[config.mk]
export PLATFORM = sky130hd
export DESIGN_NAME = param_square_root_unit
export DESIGN_NICKNAME = d
export VERILOG_FILES = /design/src/rtl/param_square_root_unit.sv
export SDC_FILE = /design/constraint.sdc
export NUM_CORES = 1
export LEC_CHECK = 0
export BUFFER_PORTS_ARGS = -buffer_cell sky130_fd_sc_hd__buf_2
export CORE_ASPECT_RATIO = 1.2
export CORE_UTILIZATION = 45
export DETAILED_ROUTE_END_ITERATION = 8
export HOLD_SLACK_MARGIN = 0.05
export PLACE_DENSITY = 0.7
export SYNTH_ARGS = -nofsm -noshare
export SYNTH_HDL_FRONTEND = slang
export SYNTH_SLANG_ARGS = --single-unit
export TNS_END_PERCENT = 20
[constraint.sdc]
create_clock -name Clock -period 7.7 [get_ports Clock]
set_input_delay 1.54 -clock Clock [delete_from_list [all_inputs] [get_ports Clock]]
set_output_delay 1.54 -clock Clock [all_outputs]
set_load 0.02 [all_outputs]
[src/rtl/param_square_root_unit.sv]
// Sequential restoring integer square root: one root bit per cycle, MSB first,
// with optional round-to-nearest on the final root and a St/Done four-phase handshake.
module param_square_root_unit #(
    parameter int WIDTH = 16
) (
    input  logic               Clock,
    input  logic               ResetN,
    input  logic               St,
    input  logic               Rnd,
    input  logic [WIDTH-1:0]   N,
    output logic               Busy,
    output logic               Done,
    output logic [WIDTH/2-1:0] Sqrt,
    output logic [WIDTH/2:0]   Rem
);

    localparam int HALF = WIDTH / 2;
    localparam int CW   = $clog2(HALF + 1);
    localparam logic [CW-1:0] LAST = CW'(HALF - 1);

    typedef enum logic [1:0] {
        IDLE = 2'd0,
        CALC = 2'd1,
        DONE = 2'd2
    } state_t;

    state_t          state_q, state_d;
    logic [CW-1:0]   cnt_q, cnt_d;
    logic [WIDTH-1:0] rad_q, rad_d;
    logic            rnd_q, rnd_d;
    logic [HALF-1:0] root_q, root_d;
    logic [HALF:0]   rem_q, rem_d;
    logic [HALF-1:0] sqrt_q, sqrt_d;
    logic [HALF:0]   remOut_q, remOut_d;

    logic [HALF+2:0] remShift;
    logic [HALF+2:0] trial;
    logic            ge;
    logic [HALF:0]   stepRem;
    logic [HALF-1:0] stepRoot;
    logic            roundUp;
    logic [HALF-1:0] rounded;

    // One restoring step: bring down the next two radicand bits and try 4*root+1.
    assign remShift = {rem_q, rad_q[WIDTH-1 -: 2]};
    assign trial    = {1'b0, root_q, 2'b01};
    assign ge       = (remShift >= trial);
    // A successful subtraction always leaves a value that fits HALF+1 bits,
    // so only the low bits take part in it.
    assign stepRem  = ge ? (remShift[HALF:0] - trial[HALF:0]) : remShift[HALF:0];
    assign stepRoot = {root_q[HALF-2:0], ge};

    // Round up when Rem > floor; an all-ones floor stays put (saturation).
    assign roundUp  = rnd_q && (stepRem > {1'b0, stepRoot});
    assign rounded  = (roundUp && !(&stepRoot)) ? (stepRoot + HALF'(1)) : stepRoot;

    always_ff @(posedge Clock or negedge ResetN) begin
        if (!ResetN) begin
            state_q  <= IDLE;
            cnt_q    <= '0;
            rad_q    <= '0;
            rnd_q    <= 1'b0;
            root_q   <= '0;
            rem_q    <= '0;
            sqrt_q   <= '0;
            remOut_q <= '0;
        end else begin
            state_q  <= state_d;
            cnt_q    <= cnt_d;
            rad_q    <= rad_d;
            rnd_q    <= rnd_d;
            root_q   <= root_d;
            rem_q    <= rem_d;
            sqrt_q   <= sqrt_d;
            remOut_q <= remOut_d;
        end
    end

    always_comb begin
        state_d  = state_q;
        cnt_d    = cnt_q;
        rad_d    = rad_q;
        rnd_d    = rnd_q;
        root_d   = root_q;
        rem_d    = rem_q;
        sqrt_d   = sqrt_q;
        remOut_d = remOut_q;

        unique case (state_q)
            IDLE: begin
                if (St) begin
                    rad_d   = N;
                    rnd_d   = Rnd;
                    root_d  = '0;
                    rem_d   = '0;
                    cnt_d   = '0;
                    state_d = CALC;
                end
            end
            CALC: begin
                rad_d  = rad_q << 2;
                root_d = stepRoot;
                rem_d  = stepRem;
                cnt_d  = cnt_q + CW'(1);
                // The last step writes the visible result on the same edge DONE is entered.
                if (cnt_q == LAST) begin
                    sqrt_d   = rounded;
                    remOut_d = stepRem;
                    state_d  = DONE;
                end
            end
            DONE: begin
                if (!St) begin
                    state_d = IDLE;
                end
            end
            default: begin
                state_d = IDLE;
            end
        endcase
    end

    assign Busy = (state_q == CALC);
    assign Done = (state_q == DONE);
    assign Sqrt = sqrt_q;
    assign Rem  = remOut_q;

endmodule
### Yosys cells after proc, flatten, opt, wreduce, memory -nomap -nowiden

Index checks and enable logic that the tools add are counted.

| storage, ports and cells | value |
|---|---|
| input port bits | 20 |
| register bits after elaboration | 57 |
| word-level logic and storage cells | 43 |
| output and inout port bits | 19 |

| operators by class | value |
|---|---|
| mux-type cells | 14 |
| equality and inequality tests | 6 |
| magnitude comparators | 2 |
| reduce and logical (&&, ||, !) cells | 10 |
| add/sub/neg operators | 3 |

Operator list:

| operator | count |
|---|---|
| $pmux 16 s2 | 1 |
| $mux 9 | 2 |
| $pmux 9 s2 | 1 |
| $mux 16 | 1 |
| $mux 8 | 2 |
| $pmux 8 s2 | 1 |
| $ge 11x10->1 | 1 |
| $gt 9x8->1 | 1 |
| $sub 9x9->9 | 1 |
| $add 8x1->8 const B | 1 |
| $pmux 4 s2 | 1 |
| $reduce_and 8->1 | 1 |
| $mux 2 | 3 |
| $pmux 2 s3 | 1 |
| $reduce_and 2->1 | 3 |
| $add 4x1->4 const B | 1 |
| $eq 4x3->1 const B | 1 |
| $mux 4 | 1 |
| $ne 2x2->1 const B | 2 |
| $reduce_and 3->1 | 1 |
| $eq 2x1->1 const B | 1 |
| $eq 2x2->1 const B | 1 |
| $logic_and 1x1->1 | 2 |
| $logic_not 2->1 | 1 |
| 3 further kinds | 3 |

### Longest topological paths before layout

| depth | value |
|---|---|
| depth after elaboration | 6 |
| mapped depth | 17 |
| gate-level depth less buffers | 16 |

### Worst setup path after synthesis

OpenSTA, ideal clock, no wires.

| timing path | value |
|---|---|
| path type | reg-to-reg |
| start | reg root_q[4] |
| end | reg sqrt_q[0], in the netlist Sqrt[0] |
| setup time | 0.125 ns |
| arrival time | 3.752 ns |
| stages on the path, launching flop included | 18 |
| path slack | 3.823 ns |
| path buffers | 2 |
| required time | 7.575 ns |
| cell sequence | dfrtp_1 inv_1 ha_1 a21oi_1 o21a_1 o211a_1 buf_6 clkbuf_1 nand2_1 o21ai_0 ha_1 a21o_1 a221o_1 a221oi_1 o221a_4 nor2_1 xnor2_1 mux2_2 |

| between the ends | value |
|---|---|
| word-level cells in the longest chain between the ends | 6 |
| elaborated cells between the ends (all ways) | 10 |

RTL lines:

| what | line | source |
|---|---|---|
| from (decl) | 31 | `logic [HALF-1:0] root_q, root_d;` |
| from (signal assigned) | 72 | `root_q <= root_d;` |
| $ge 11x10->1 | 47 | `assign ge = (remShift >= trial);` |
| $mux 9 | 50 | `assign stepRem = ge ? (remShift[HALF:0] - trial[HALF:0]) : remShift[HALF:0];` |
| net stepRem[3] | 39 | `logic [HALF:0] stepRem;` |
| $gt 9x8->1 | 54 | `assign roundUp = rnd_q && (stepRem > {1'b0, stepRoot});` |
| $logic_and 1x1->1 | 54 |  |
| $logic_and 1x1->1 | 55 | `assign rounded = (roundUp && !(&stepRoot)) ? (stepRoot + HALF'(1)) : stepRoot;` |
| $mux 8 | 55 |  |
| to (signal assigned) | 74 | `sqrt_q <= sqrt_d;` |
| to (decl) | 33 | `logic [HALF-1:0] sqrt_q, sqrt_d;` |

The timed path passes the listed nets, and every way through them passes these cells.
A chain may end at the register's enable or synchronous reset.

### Worst setup path in the final report

Ends and elaborated chain as after synthesis.

==> summary by stage <==
Outcome
The flow ran to the end, and the final reports show no timing, DRC or antenna violations.

Clocking
The H-tree generated during clock tree synthesis spans 3 levels. Gates resized during post-CTS repair numbered 0. The total setup buffers inserted after CTS is 0.

The clock tree from TritonCTS is done. The tree built by TritonCTS fans out to 57 sinks. The clock reaches the later pin of the worst-skew pair after 0.34 ns. Clock tree synthesis selected as its root buffer the cell clkbuf_8.

After clock tree synthesis, the flow added hold-fix buffers numbering 0. The largest buffer count on any clock path is 2. After clock tree synthesis, the clock-pin slew on the worst setup and hold paths is 0.07 ns. The number of clock buffers inserted by TritonCTS is 9.

Synth
The sequential cell area fraction in the yosys report is 45.0%. The synthesized netlist contains 41 unique library cells. The average instance in the mapped netlist occupies 9.73 sq um. The count of synthesis-stage warnings from yosys is 0. The cell count after synthesis came out at 326. After synthesis the netlist holds a flip-flop and latch count of 57. Counting every net in the synthesized netlist gives 366.

After synthesis the cells add up to 3170 sq um.

Critical path
Along the worst path, the maximum fanout reaches 19. The worst endpoint data arrival time is 4.74 ns. The type of destination of the critical path is a flip-flop. STA classifies the critical path startpoint as a flip-flop. For the worst setup path, the data required time is 7.93 ns. The kind of critical path is reg -> reg. The register-to-register setup slack is 3.19 ns.

STA
Between clock sinks in the finished design, the worst skew comes to 0.00500 ns. The number of pins with negative max-slew slack in the final report is 0. The worst relative slew slack is 28.6%. Setup repair after global routing left no endpoint under its margin. For the pin with the worst max-slew slack, the measured transition is 1.07 ns. The final count of hold timing violations was 0. Setup total negative slack on the finished layout was measured at 0 ns.

The number of setup violations in the final report is 0. The time the final worst path needs with I/O delays and setup is 4.51 ns. Static timing analysis puts the maximum clock frequency at 222 MHz. The ratio of final minimum period to clock period is 58.6%.

Die
The floorplan core area is 6810 sq um. The die is 94.0 um tall. The I/O pin total is 39. The total number of placement rows is 33. In this run the horizontal extent of the chip is 78.6 um. The die covers 7390 sq um.

The starting utilization of the core area is 46.5%.

Run
The number of maximum-capacitance violations is 0.

Place
Detailed placement finished with a half-perimeter wire length of 4690 um. The routability congestion estimate from global placement is 0.956. In this run the tool buffered the top-level ports with 38 buffer cells.

Drt
The residual antenna-violating net count after detailed routing is 0. For this run, design rule violations remaining after detail routing come to 0. The number of iterations in the first detailed-routing pass is 4. The total via count after detailed routing is 2,515. The wire length per cell is 15.3 um. Dividing the detail-routed via count by the number of cells gives 5.53. The number of DRC markers in iteration 0 is 120.

Wires add up to 6960 um.

Cells and area
After filler insertion, the fill cell instance count of the layout stands at 609. The most common cell after layout, fill and taps aside is dfrtp_1. At the end of the flow, the number of nets in the layout was 403. Summing all multi-input logic gate instances after layout gives 1630 sq um.

In the layout the commonest cells are dfrtp_1 (57), buf_2 (38), o21ai_0 (36), a21oi_1 (30), nand2_1 (25). 0 antenna diodes ended up in the layout. The signed area change from the synthesized netlist to the final layout is 15.2%. Of the cells placed in the final design, the portion with a size suffix greater than 1 is 19.8%. The sequential cell area is 1430 sq um.

GRT
The number of global-route vias before repair is 2,538. The number of antenna violations at the first check in global routing is 0. The global-route usage over all layers is 21.1%.

The total congestion overflow is 0. The first global-routing pass estimated 11,900 um of wire. The maximum number of pins on one net before global-route repair is 58.

Worst hold path
The kind of path behind the tightest hold check is reg -> reg.
## area by class of cell
type	instances	share of cell area, %
inverter	15	1.54
sequential	57	39.1
clock buffer	9	3.39
multi-input combinational	239	44.6
timing repair buffer	41	5.82
tap	87	2.98
clock inverter	7	2.60
## synth_stat cells (all sizes together)
cell	number	area share (%)
o31a	1	0.28
nor3b	1	0.24
inv	15	1.8
nand3	6	0.95
dfrtp	57	45
and3	2	0.39
a211oi	1	0.39
nand4b	1	0.28
nor2	15	1.8
nand2	25	3.0
a211o	1	0.28
o41ai	1	0.28
ha	20	7.9
a21o	6	1.4
o211a	1	0.32
o21bai	2	0.47
nor2b	17	3.4
nand2b	3	0.59
a22o	10	2.8
o21ai	36	5.7
xor2	3	0.83
nand4	2	0.39
nor3	8	1.3
and3b	2	0.55
xnor2	9	2.5
or4b	1	0.43
o221ai	1	0.28
o21a	3	0.71
o31ai	2	0.47
a21oi	31	5.0
mux2i	2	0.63
buf	1	0.36
o221a	1	0.63
clkbuf	14	1.7
nand3b	1	0.24
a22oi	12	2.8
a221oi	1	0.28
a221o	1	0.32
mux2	10	3.6
## flip-flops by register name, indices dropped and copies added, names as in the netlist
name	flops
Rem	9
Sqrt	8
cnt_q	4
rad_q	16
rem_q	9
rnd_q	1
root_q	8
state_q	2
## critical path: stages, from the launching register on
cell	delay (ns)
dfrtp_1	0.40
inv_1	0.20
ha_1	0.32
a21oi_1	0.25
o21a_1	0.19
o211a_1	0.54
inv_2	0.16
a21oi_1	0.35
ha_1	0.33
a21o_1	0.19
a221o_1	0.31
a221oi_1	0.34
o221a_4	0.29
nor2_1	0.08
xnor2_1	0.16
mux2_2	0.28
## per-stage QoR
stage / instances / utilization [%] / hold WS, ns / setup slack, ns / instance area (sq um)
after detailed placement: 439 / 50.4 / 0.476 / 3.24 / 3430
after global placement: 439 / 50.4 / 0.462 / 3.32 / 3430
after floorplan: 326 / - / 0.450 / 3.82 / 3170
after CTS: 455 / 53.6 / 0.492 / 3.23 / 3650
final: 455 / 53.6 / 0.489 / 3.19 / 3650
after global routing: 455 / 53.6 / 0.530 / 2.93 / 3650
## metal layers
layer | GRT usage [%] | share of wire (%)
met3 | 4.85 | 3.8
met1 | 25.5 | 45
met4 | 10.6 | 1.9
met5 | 0 | 0
met2 | 35.0 | 49
## cells by family (layout without fill, tap and decap cells)
group                      count (synthesis)  in the layout  share of synthesized area, %
adders and majority gates                 20             20                          7.89
xor gates and xnor gates                  12             12                          3.32
muxes                                     12             12                          4.18
DFF                                       57             57                          45.0
AOI/OAI and AO/OA                        111            111                          22.4
buffers and inverters                     30             72                          3.79
and+or+nand+nor                           84             84                          13.4
## path summary, 6_finish.rpt
check,from,endpoint,cells after the start
setup / recovery,root_q[4],Sqrt[0],15
hold / removal,root_q[6],root_q[6],2
setup reg to reg,root_q[4],Sqrt[0],15
hold reg to reg,root_q[6],root_q[6],2
max in group asynchronous,ResetN,rem_q[7],2
min in group asynchronous,ResetN,Sqrt[7],2
Power is left out: the tool's default activity adds up to more than one toggle a clock period on the data nets, which glitch-free logic cannot reach.
